**config.mk**
```make
export PLATFORM = sky130hd
export DESIGN_NAME = lcd_write_scheduler
export DESIGN_NICKNAME = d
export VERILOG_FILES = /design/src/rtl/lcd_write_scheduler.sv
export SDC_FILE = /design/constraint.sdc
export NUM_CORES = 1
export LEC_CHECK = 0
export ABC_AREA = 1
export BUFFER_PORTS_ARGS = -buffer_cell sky130_fd_sc_hd__buf_2
export CAP_MARGIN = 20
export CELL_PAD_IN_SITES_DETAIL_PLACEMENT = 1
export CELL_PAD_IN_SITES_GLOBAL_PLACEMENT = 2
export CORE_MARGIN = 1
export CORE_UTILIZATION = 40
export CTS_CLUSTER_DIAMETER = 100
export CTS_CLUSTER_SIZE = 8
export DETAILED_ROUTE_END_ITERATION = 8
export PLACE_DENSITY = 0.82
export SYNTH_ARGS = -nofsm -noshare
export SYNTH_HDL_FRONTEND = slang
export SYNTH_SLANG_ARGS = --single-unit
```
**constraint.sdc**
```tcl
create_clock -name i_clock -period 2.2 [get_ports i_clock]
set_input_delay 0.44 -clock i_clock [delete_from_list [all_inputs] [get_ports i_clock]]
set_output_delay 0.44 -clock i_clock [all_outputs]
set_load 0.02 [all_outputs]
```
**src/rtl/lcd_write_scheduler.sv**
```systemverilog
// Buffers single-cycle core LCD writes in a FIFO and issues them one at a time to a slow LCD
// controller, honouring its busy flag and a minimum inter-write gap. Option: LCD_SCHED_CR_EXPAND_EN.
module lcd_write_scheduler #(
    parameter int unsigned DEPTH      = 8,
    parameter int unsigned DATA_W     = 8,
    parameter int unsigned GAP_CYCLES = 4
) (
    input  logic                     i_clock,
    input  logic                     i_reset,
    input  logic                     i_wr_req,
    input  logic [DATA_W-1:0]        i_wr_data,
    output logic                     o_stall,
    input  logic                     i_clr_ovf,
    output logic                     o_overflow,
    input  logic                     i_lcd_busy,
    output logic                     o_lcd_we,
    output logic [DATA_W-1:0]        o_lcd_dout,
    output logic [$clog2(DEPTH):0]   o_level
);

    localparam int unsigned PTR_W    = $clog2(DEPTH);
    localparam int unsigned GAP_W    = (GAP_CYCLES > 1) ? $clog2(GAP_CYCLES) : 1;
    localparam int unsigned GAP_LOAD = (GAP_CYCLES > 0) ? GAP_CYCLES - 1 : 0;
    localparam logic [PTR_W:0] FULL_LVL = (PTR_W + 1)'(DEPTH);

    typedef enum logic [1:0] {StIdle, StIssue, StGap, StWait} state_t;

    logic [DATA_W-1:0] r_mem [DEPTH];
    logic [PTR_W-1:0]  r_rptr;
    logic [PTR_W-1:0]  r_wptr;
    logic [PTR_W:0]    r_count;
    logic              r_overflow;
    state_t            r_state;
    logic [GAP_W-1:0]  r_gap_cnt;
    logic              r_lcd_we;
    logic [DATA_W-1:0] r_lcd_dout;

    logic              w_full;
    logic              w_empty;
    logic              w_pop;
    logic              w_push;
    logic              w_enter_issue;
    logic [DATA_W-1:0] w_head;
    logic [DATA_W-1:0] w_issue_data;

    assign w_full  = (r_count == FULL_LVL);
    assign w_empty = (r_count == '0);
    assign w_head  = r_mem[r_rptr];

`ifdef LCD_SCHED_CR_EXPAND_EN
    logic r_cr_pending;
    logic w_cr_next;

    // A newline entry is emitted as CR (entry kept) and then LF (entry popped).
    always_comb begin
        w_issue_data = w_head;
        w_cr_next    = 1'b0;
        if (r_cr_pending) begin
            w_issue_data = DATA_W'(8'h0A);
        end else if (w_head == DATA_W'(8'h0A)) begin
            w_issue_data = DATA_W'(8'h0D);
            w_cr_next    = 1'b1;
        end
    end

    assign w_pop = (r_state == StIssue) && !r_cr_pending;

    always_ff @(posedge i_clock or posedge i_reset) begin
        if (i_reset) begin
            r_cr_pending <= 1'b0;
        end else if (w_enter_issue) begin
            r_cr_pending <= w_cr_next;
        end
    end
`else
    assign w_issue_data = w_head;
    assign w_pop        = (r_state == StIssue);
`endif

    assign w_push        = i_wr_req && (!w_full || w_pop);
    assign w_enter_issue = !w_empty && !i_lcd_busy &&
                           ((r_state == StIdle) || (r_state == StWait));

    always_ff @(posedge i_clock) begin
        if (w_push) begin
            r_mem[r_wptr] <= i_wr_data;
        end
    end

    always_ff @(posedge i_clock or posedge i_reset) begin
        if (i_reset) begin
            r_rptr     <= '0;
            r_wptr     <= '0;
            r_count    <= '0;
            r_overflow <= 1'b0;
        end else begin
            if (w_push) r_wptr <= r_wptr + 1'b1;
            if (w_pop)  r_rptr <= r_rptr + 1'b1;
            case ({w_push, w_pop})
                2'b10:   r_count <= r_count + 1'b1;
                2'b01:   r_count <= r_count - 1'b1;
                default: r_count <= r_count;
            endcase
            // Set takes priority over a coincident clear.
            if (i_wr_req && w_full && !w_pop) begin
                r_overflow <= 1'b1;
            end else if (i_clr_ovf) begin
                r_overflow <= 1'b0;
            end
        end
    end

    always_ff @(posedge i_clock or posedge i_reset) begin
        if (i_reset) begin
            r_state    <= StIdle;
            r_gap_cnt  <= '0;
            r_lcd_we   <= 1'b0;
            r_lcd_dout <= '0;
        end else begin
            r_lcd_we <= 1'b0;
            if (w_enter_issue) begin
                r_state    <= StIssue;
                r_lcd_we   <= 1'b1;
                r_lcd_dout <= w_issue_data;
            end else begin
                unique case (r_state)
                    StIssue: begin
                        if (GAP_CYCLES > 0) begin
                            r_state   <= StGap;
                            r_gap_cnt <= GAP_W'(GAP_LOAD);
                        end else begin
                            r_state <= StWait;
                        end
                    end
                    StGap: begin
                        if (r_gap_cnt == '0) r_state <= StWait;
                        else                 r_gap_cnt <= r_gap_cnt - GAP_W'(1);
                    end
                    // Not entering ISSUE from WAIT with busy low means the FIFO is empty.
                    StWait: if (!i_lcd_busy) r_state <= StIdle;
                    default: r_state <= r_state;
                endcase
            end
        end
    end

    assign o_stall    = w_full;
    assign o_overflow = r_overflow;
    assign o_lcd_we   = r_lcd_we;
    assign o_lcd_dout = r_lcd_dout;
    assign o_level    = r_count;

endmodule

```
==> results of run 1 <==
[worst max-delay path by stage]
stage                           startpoint                    end  cells after the start
global placement    r_state[1]$_DFFE_PP0P_  r_mem[0][4]$_DFFE_PP_                      7
floorplan           r_state[1]$_DFFE_PP0P_  r_mem[5][0]$_DFFE_PP_                      9
finish              r_state[1]$_DFFE_PP0P_  r_mem[4][5]$_DFFE_PP_                      7
detailed placement  r_state[1]$_DFFE_PP0P_  r_mem[4][0]$_DFFE_PP_                      7
CTS                 r_state[1]$_DFFE_PP0P_  r_mem[4][6]$_DFFE_PP_                      7
global route        r_state[1]$_DFFE_PP0P_  r_mem[4][6]$_DFFE_PP_                      7
[placed cells by master, fill, tap and decap left out, types with 2 or more instances in the layout]
cell type	synthesis	final
sky130_fd_sc_hd__a21oi_1	3	3
sky130_fd_sc_hd__buf_2	4	27
sky130_fd_sc_hd__buf_4	3	9
sky130_fd_sc_hd__bufinv_16	0	2
sky130_fd_sc_hd__clkbuf_8	0	9
sky130_fd_sc_hd__clkinv_4	0	3
sky130_fd_sc_hd__dfrtp_1	24	24
sky130_fd_sc_hd__edfxtp_1	64	64
sky130_fd_sc_hd__ha_1	7	7
sky130_fd_sc_hd__inv_1	20	20
sky130_fd_sc_hd__inv_2	3	3
sky130_fd_sc_hd__inv_4	4	4
sky130_fd_sc_hd__inv_6	0	2
sky130_fd_sc_hd__nand2_1	54	54
sky130_fd_sc_hd__nand2_4	3	3
sky130_fd_sc_hd__nand3_1	7	7
sky130_fd_sc_hd__nand3_2	2	2
sky130_fd_sc_hd__nor2_1	65	65
sky130_fd_sc_hd__nor2_2	5	5
sky130_fd_sc_hd__o211ai_1	16	16
sky130_fd_sc_hd__o21ai_0	8	8
sky130_fd_sc_hd__o21ai_1	30	30
sky130_fd_sc_hd__xor2_1	5	5
[kinds of logic (layout without fill, tap and decap cells)]
kind of cell	Yosys count	count (layout)	share of synthesized area
AO/OA/AOI/OAI	59	59	0.08842
adder cells (fa/ha/maj)	7	7	0.02284
buffers and inverters	40	79	0.05775
flip-flops	88	88	0.6577
XOR/XNOR	6	6	0.01370
AND/OR/NAND/NOR	140	140	0.1595
[flip-flops by register name, indices dropped and copies added (netlist names)]
| register | count |
|---|---|
| r_mem | 64 |
| o_lcd_dout | 8 |
| o_level | 4 |
| r_rptr | 3 |
| r_wptr | 3 |
| r_gap_cnt | 2 |
| r_state | 2 |
| o_lcd_we | 1 |
| o_overflow | 1 |
[per-layer routing]
metal	GRT usage	vias to the layer above	wire [µm]
met5	0	-	0
met4	0.07353	0	142
met3	0.03343	11	275
met2	0.3061	51	4256
met1	0.2770	1256	4274
li1	-	1219	-
[power groups by stage]
stage	Clock, µW	Combinational (µW)	Sequential, µW
3_3_place_gp	0	2300	2440
4_1_cts	1290	2390	2420
3_5_place_dp	0	2370	2460
5_1_grt	1340	2660	2460
6_report	1260	2340	2420
2_1_floorplan	0	1690	2500
[area by class of cell]
| class | count | share of cell area |
|---|---|---|
| sequential | 88 | 0.5843 |
| multi-input combinational | 212 | 0.2528 |
| timing repair buffer | 36 | 0.04696 |
| tap | 129 | 0.03739 |
| clock buffer | 9 | 0.02870 |
| inverter | 27 | 0.02580 |
| clock inverter | 7 | 0.02406 |
[stage by stage]
| stage | total power [µW] | hold WS, ns | util | cell area (µm²) |
|---|---|---|---|---|
| detailed placement | 4823 | 0.4598 | 0.4404 | 4089 |
| finish | 6023 | 0.1170 | 0.4650 | 4317 |
| global placement | 4737 | 0.4542 | 0.4404 | 4089 |
| floorplan | 4190 | 0.4396 | - | 3835 |
| global route | 6454 | 0.1364 | 0.4650 | 4317 |
| CTS | 6094 | 0.1207 | 0.4650 | 4317 |
[tightest hold or removal path, stage by stage]
cell,delay [ns]
sky130_fd_sc_hd__buf_2,0.10
sky130_fd_sc_hd__inv_1,0.04
sky130_fd_sc_hd__buf_4,0.31
==> reports/qor_table.md, run 1 <==
| Metric | Value |
|:---|:---|
| Resized cells post-CTS | 0 |
| CTS Root Cell | sky130_fd_sc_hd__clkbuf_8 |
| CP max stage cell | sky130_fd_sc_hd__dfrtp_1 |
| Max clock buf depth | 2 |
| Filler cell count | 1,073 |
| F_max | 0.5181 GHz |
| Total inserted antenna cells | 0 |
| Path depth of the worst reg2reg path | 7 |
| Sw frac | 0.4051 |
| Vias after detailed routing | 2,537 |
| Total of max-cap violations | 0 |
| Async S/R FF share, synth | 0.2727 |
| Worst slew margin relative to its limit | 0.6294 |
| Worst R2R End | r_mem[4][5]$_DFFE_PP_ |
| Antenna-violating nets left | 0 |
| Cells traversed along the worst timing path | inv_1, ha_1, inv_4, nand4_2, nand2_2, or2_4, nor2_2 |
| Combined area of the multi-input logic cells | 1091 µm² |
| Static leakage power | 0.001763 µW |
| Post-synthesis sequential area ratio | 0.6577 |
| Number of endpoints with negative hold slack in the final report | 0 |
| Delay of the slowest critical-path stage | 0.42 ns |
| Inserted Clock Buffers | 9 |
| Area fraction of the dominant cell type after synthesis | 0.5011 |
| Cell row count | 35 |
| Via count of the first global-routing pass | 2,617 |
| Maximum resistive drop on vdd | 0.5215 mV |
| Largest net degree at the start of global routing | 33 |
| Critical-path maximum fanout | 8 |
| Final worst setup slack | 0.2699 ns |
| Final-layout setup total negative slack | 0 ns |
| Core Footprint | 9284 µm² |
| Nets | 394 |
| Flip-flop and latch count after synthesis | 88 |
| Element type at the critical path end | flop |
| Iteration-0 DRC count of the detailed router | 117 |
| Global-route wire length before repair | 14,350 µm |
| Post-DP HPWL | 6242 µm |
| Final period demand of the worst path | 1.930 ns |
| Critical R2R Launch | r_state[1]$_DFFE_PP0P_ |
| Sum of buffers and inverters on the critical path | 2 |
| Count of different cell masters after synthesis | 27 |
| IO Port Bufs | 27 |
| Clock sink count | 88 |
| Final cell count without fillers | 508 |
| Logic gate share of total power | 0.389 |
| Synthesized instance count | 340 |
| Final RePlAce weighted congestion | 0.7680 |
| Cells after DPL | 492 |
| Post-route clock skew | 0.01061 ns |
| TritonCTS clock tree | yes |
| Final-report setup violation count | 0 |
| Detail-routed net length per standard cell | 17.61 µm |
| CP Class | reg2reg |
| Largest cells by area after synthesis | sky130_fd_sc_hd__edfxtp_1, sky130_fd_sc_hd__dfrtp_1, sky130_fd_sc_hd__nor2_1 |
| Mapped Nets | 360 |
| I/O pin total | 28 |
| Drt drc | 0 |
| Vias per Instance | 4.994 |
| Most common cell in the netlist | sky130_fd_sc_hd__nor2_1 |
| Top cell family by delay on the critical path | simple AND/OR/NAND/NOR gates |
| Largest area contributor in the netlist | sky130_fd_sc_hd__edfxtp_1 |
| Worst R2R Setup Slack | 0.27 ns |
| Type of the most critical hold path | in2async |
| Final count of pins violating max slew | 0 |
| Number of enable flip-flop cells after synthesis | 64 |
| Chip height | 99.92 µm |
| Setup repair after global routing missed its margin | no |
| Worst-margin pin slew | 0.5559 ns |
| Area taken by flip-flops and latches | 2522 µm² |
| Top cells by instance count after synthesis | sky130_fd_sc_hd__nor2_1, sky130_fd_sc_hd__edfxtp_1, sky130_fd_sc_hd__nand2_1 |
| Final worst path period share | 0.8773 |
| Data required time of the worst path | 2.21 ns |
| Post-CTS Repair Setup Buffers | 0 |
| Data arrival time of the worst path | 1.94 ns |
| Mean instance size in the synthesized netlist | 11.28 µm² |
| Die width | 99.92 µm |
| Relative contribution of the clock network to total power | 0.210 |
| Initial core utilization | 0.4131 |
| Source-to-sink clock delay at the later pin of the worst-skew pair | 0.36 ns |
| Category of the worst setup path launch point | flop |
| Run status | finished clean |
| Net Switching | 2440 µW |
| Areal power density over the cells | 1395 nW/µm² |
| P&R area growth vs syn | 12.56% |
| Number of warnings issued by yosys | 0 |
| Total global-route track usage | 0.1966 |
| Most common flop cell mapped by yosys | sky130_fd_sc_hd__edfxtp_1 |
| Initial antenna violation count | 0 |
| Clock slew at the register clock pins of the worst setup and hold paths | 0.09 ns |
| Post-Place Setup Slack | 0.2560 ns |
| Die Footprint | 9983 µm² |
| Int Power | 3583 µW |
| Final wirelength | 8947 µm |
| Syn Std Cell Area | 3835 µm² |
| Fraction of power consumed by sequential logic | 0.402 |
| Share of layout cells above drive strength 1 | 0.1926 |
| Leftover overflow at the end of global routing | 0 |
| TritonRoute pass-1 iters | 4 |
| CTS Hold Buffers Added | 0 |
| CTS H-tree lvls | 3 |
Power figures use the tool's default switching activity.
==> inputs of run 2 (changes only) <==
RECOVER_POWER = 50   (was unset)
==> run 2 against run 1 <==
Register-to-register slack is essentially flat. Routed wire length is essentially flat. Largest cell class unchanged. Sequential cell count is the same. Die area is the same. Highest routed layer unchanged. Final area shrank 0.49%. First-iteration DRC count grew 0.85%. Sequential power is essentially flat. Clock power is essentially flat.
==> reports/qor_table.md, run 2 (synthesis results as in run 1) <==
| Metric | Value | Change |
|:---|:---|:---|
| Data arrival time of the worst path | 1.95 ns | about the same |
| Die width | 99.92 µm | unchanged |
| Net Switching | 2440 µW | about the same |
| Initial antenna violation count | 0 | unchanged |
| Data required time of the worst path | 2.21 ns | about the same |
| Total inserted antenna cells | 0 | unchanged |
| Iteration-0 DRC count of the detailed router | 118 | +0.85% |
| Fraction of power consumed by sequential logic | 0.403 | about the same |
| Element type at the critical path end | flop |  |
| CTS Root Cell | sky130_fd_sc_hd__clkbuf_8 |  |
| Final-report setup violation count | 0 | unchanged |
| Most frequent standard cell in the layout excluding fill and tap cells | sky130_fd_sc_hd__nor2_1 |  |
| Logic gate share of total power | 0.387 | -0.002 |
| CP max stage cell | sky130_fd_sc_hd__dfrtp_1 |  |
| Area taken by flip-flops and latches | 2522 µm² | unchanged |
| Largest net degree at the start of global routing | 33 | unchanged |
| Final RePlAce weighted congestion | 0.7680 | unchanged |
| Inserted Clock Buffers | 9 | unchanged |
| P&R area growth vs syn | 12.01% |  |
| Worst slew margin relative to its limit | 0.08609 | -0.5433 |
| Routed met2 length | 4262 µm | +0.14% |
| Top cell family by delay on the critical path | simple AND/OR/NAND/NOR gates |  |
| Total global-route track usage | 0.1966 | unchanged |
| Antenna-violating nets left | 0 | unchanged |
| CTS Hold Buffers Added | 0 | unchanged |
| Worst setup path start | r_state[1]$_DFFE_PP0P_ |  |
| Final worst path period share | 0.8812 | +0.003877 |
| Setup repair after global routing missed its margin | no |  |
| Resized cells post-CTS | 0 | unchanged |
| Nets | 394 | unchanged |
| Vias after detailed routing | 2,549 | +0.47% |
| Post-route clock skew | 0.01056 ns | -0.00005130 ns |
| Leftover overflow at the end of global routing | 0 | unchanged |
| Drt drc | 0 | unchanged |
| Final period demand of the worst path | 1.939 ns | +0.008530 ns |
| Highest routed layer | met4 |  |
| Sw frac | 0.4063 | +0.001204 |
| Source-to-sink clock delay at the later pin of the worst-skew pair | 0.36 ns | about the same |
| Final count of pins violating max slew | 0 | unchanged |
| Delay of the slowest critical-path stage | 0.42 ns | about the same |
| Cells traversed along the worst timing path | inv_1, ha_1, inv_4, nand4_2, nand2_2, or2_4, nor2_2 |  |
| Total of max-cap violations | 0 | unchanged |
| M1 WL | 4189 µm | -2.0% |
| Int Power | 3566 µW | -0.49% |
| Cell row count | 35 | unchanged |
| Critical-path maximum fanout | 8 | unchanged |
| Die Footprint | 9983 µm² | unchanged |
| Top library cells by usage in the layout, fill and taps aside | sky130_fd_sc_hd__nor2_1, sky130_fd_sc_hd__edfxtp_1, sky130_fd_sc_hd__nand2_1, sky130_fd_sc_hd__o21ai_1, sky130_fd_sc_hd__dfrtp_1 |  |
| Max FFs per register | 64 | unchanged |
| Clock sink count | 88 | unchanged |
| Start point of the worst hold path | i_clr_ovf |  |
| Share of layout cells above drive strength 1 | 0.1583 | -0.03430 |
| Core Footprint | 9284 µm² | unchanged |
| Type of the most critical hold path | in2reg |  |
| Static leakage power | 0.001723 µW | -2.2% |
| CP Class | reg2reg |  |
| Post-layout util | 0.4627 | -0.002292 |
| TritonRoute pass-1 iters | 4 | unchanged |
| Maximum resistive drop on vdd | 0.5188 mV | -0.52% |
| TritonCTS clock tree | yes |  |
| Number of endpoints with negative hold slack in the final report | 0 | unchanged |
| Initial core utilization | 0.4131 | unchanged |
| Chip height | 99.92 µm | unchanged |
| I/O pin total | 28 | unchanged |
| Global-route wire length before repair | 14,350 µm | unchanged |
| Post-DP HPWL | 6242 µm | unchanged |
| Detail-routed net length per standard cell | 17.63 µm | about the same |
| Run status | finished clean |  |
| CTS H-tree lvls | 3 | unchanged |
| Combined area of the multi-input logic cells | 1091 µm² | unchanged |
| IO Port Bufs | 27 | unchanged |
| Met3 layer wire length in the routed design | 386 µm | +40% |
| Vias per Instance | 5.018 | +0.47% |
| Worst-margin pin slew | 1.371 ns | +0.8149 ns |
| Max clock buf depth | 2 | unchanged |
| F_max | 0.5158 GHz | -0.44% |
| Worst R2R Setup Slack | 0.26 ns | about the same |
| Areal power density over the cells | 1398 nW/µm² | +0.21% |
| Category of the worst setup path launch point | flop |  |
| Via count of the first global-routing pass | 2,617 | unchanged |
| Clock slew at the register clock pins of the worst setup and hold paths | 0.09 ns | about the same |
| Post-CTS Repair Setup Buffers | 0 | unchanged |
| Top reg by flops | r_mem |  |
| Sum of buffers and inverters on the critical path | 2 | unchanged |
| Critical R2R Launch | r_state[1]$_DFFE_PP0P_ |  |
| Final wirelength | 8954 µm | about the same |
| Relative contribution of the clock network to total power | 0.210 | about the same |
| Final-layout setup total negative slack | 0 ns | unchanged |
| Filler cell count | 1,077 | +0.37% |
## run 2: power groups by stage
stage	logic, µW	registers, µW	clock network (µW)
after floorplan	1690	2500	0
after global placement	2300	2440	0
after detailed placement	2370	2460	0
after CTS	2390	2420	1290
after global routing	2640	2460	1340
final	2320	2420	1260
## run 2: through the flow
stage	hold slack (ns)	power (µW)	setup slack [ns]	instance area, µm²	cells
6_report	0.2973	6006	0.2614	4295	508
5_1_grt	0.2798	6438	0.1570	4295	508
3_3_place_gp	0.4542	4737	0.3150	4089	492
4_1_cts	0.1207	6094	0.2444	4317	508
3_5_place_dp	0.4598	4823	0.2560	4089	492
2_1_floorplan	0.4396	4190	0.3540	3835	340
## run 2: worst paths after layout
check	cells after the start	to
max	7	r_mem[4][5]$_DFFE_PP_
min	2	o_overflow$_DFFE_PP0P_
max reg2reg	7	r_mem[4][5]$_DFFE_PP_
min reg2reg	1	r_gap_cnt[0]$_DFFE_PP0P_
max in group asynchronous	3	r_rptr[0]$_DFFE_PP0N_
min in group asynchronous	3	r_wptr[2]$_DFFE_PP0P_
## run 2: layout make-up
| cell class | count | area share |
|---|---|---|
| Clock inverter | 7 | 0.02418 |
| Inverter | 27 | 0.02592 |
| Tap cell | 129 | 0.03758 |
| Multi-Input combinational cell | 212 | 0.2540 |
| Timing Repair Buffer | 36 | 0.04224 |
| Clock buffer | 9 | 0.02884 |
| Sequential cell | 88 | 0.5872 |
## run 2: per-layer routing
metal,vias up,global-route usage
met1,1264,0.2770
met5,-,0
met2,55,0.3061
met3,10,0.03343
li1,1220,-
met4,0,0.07353
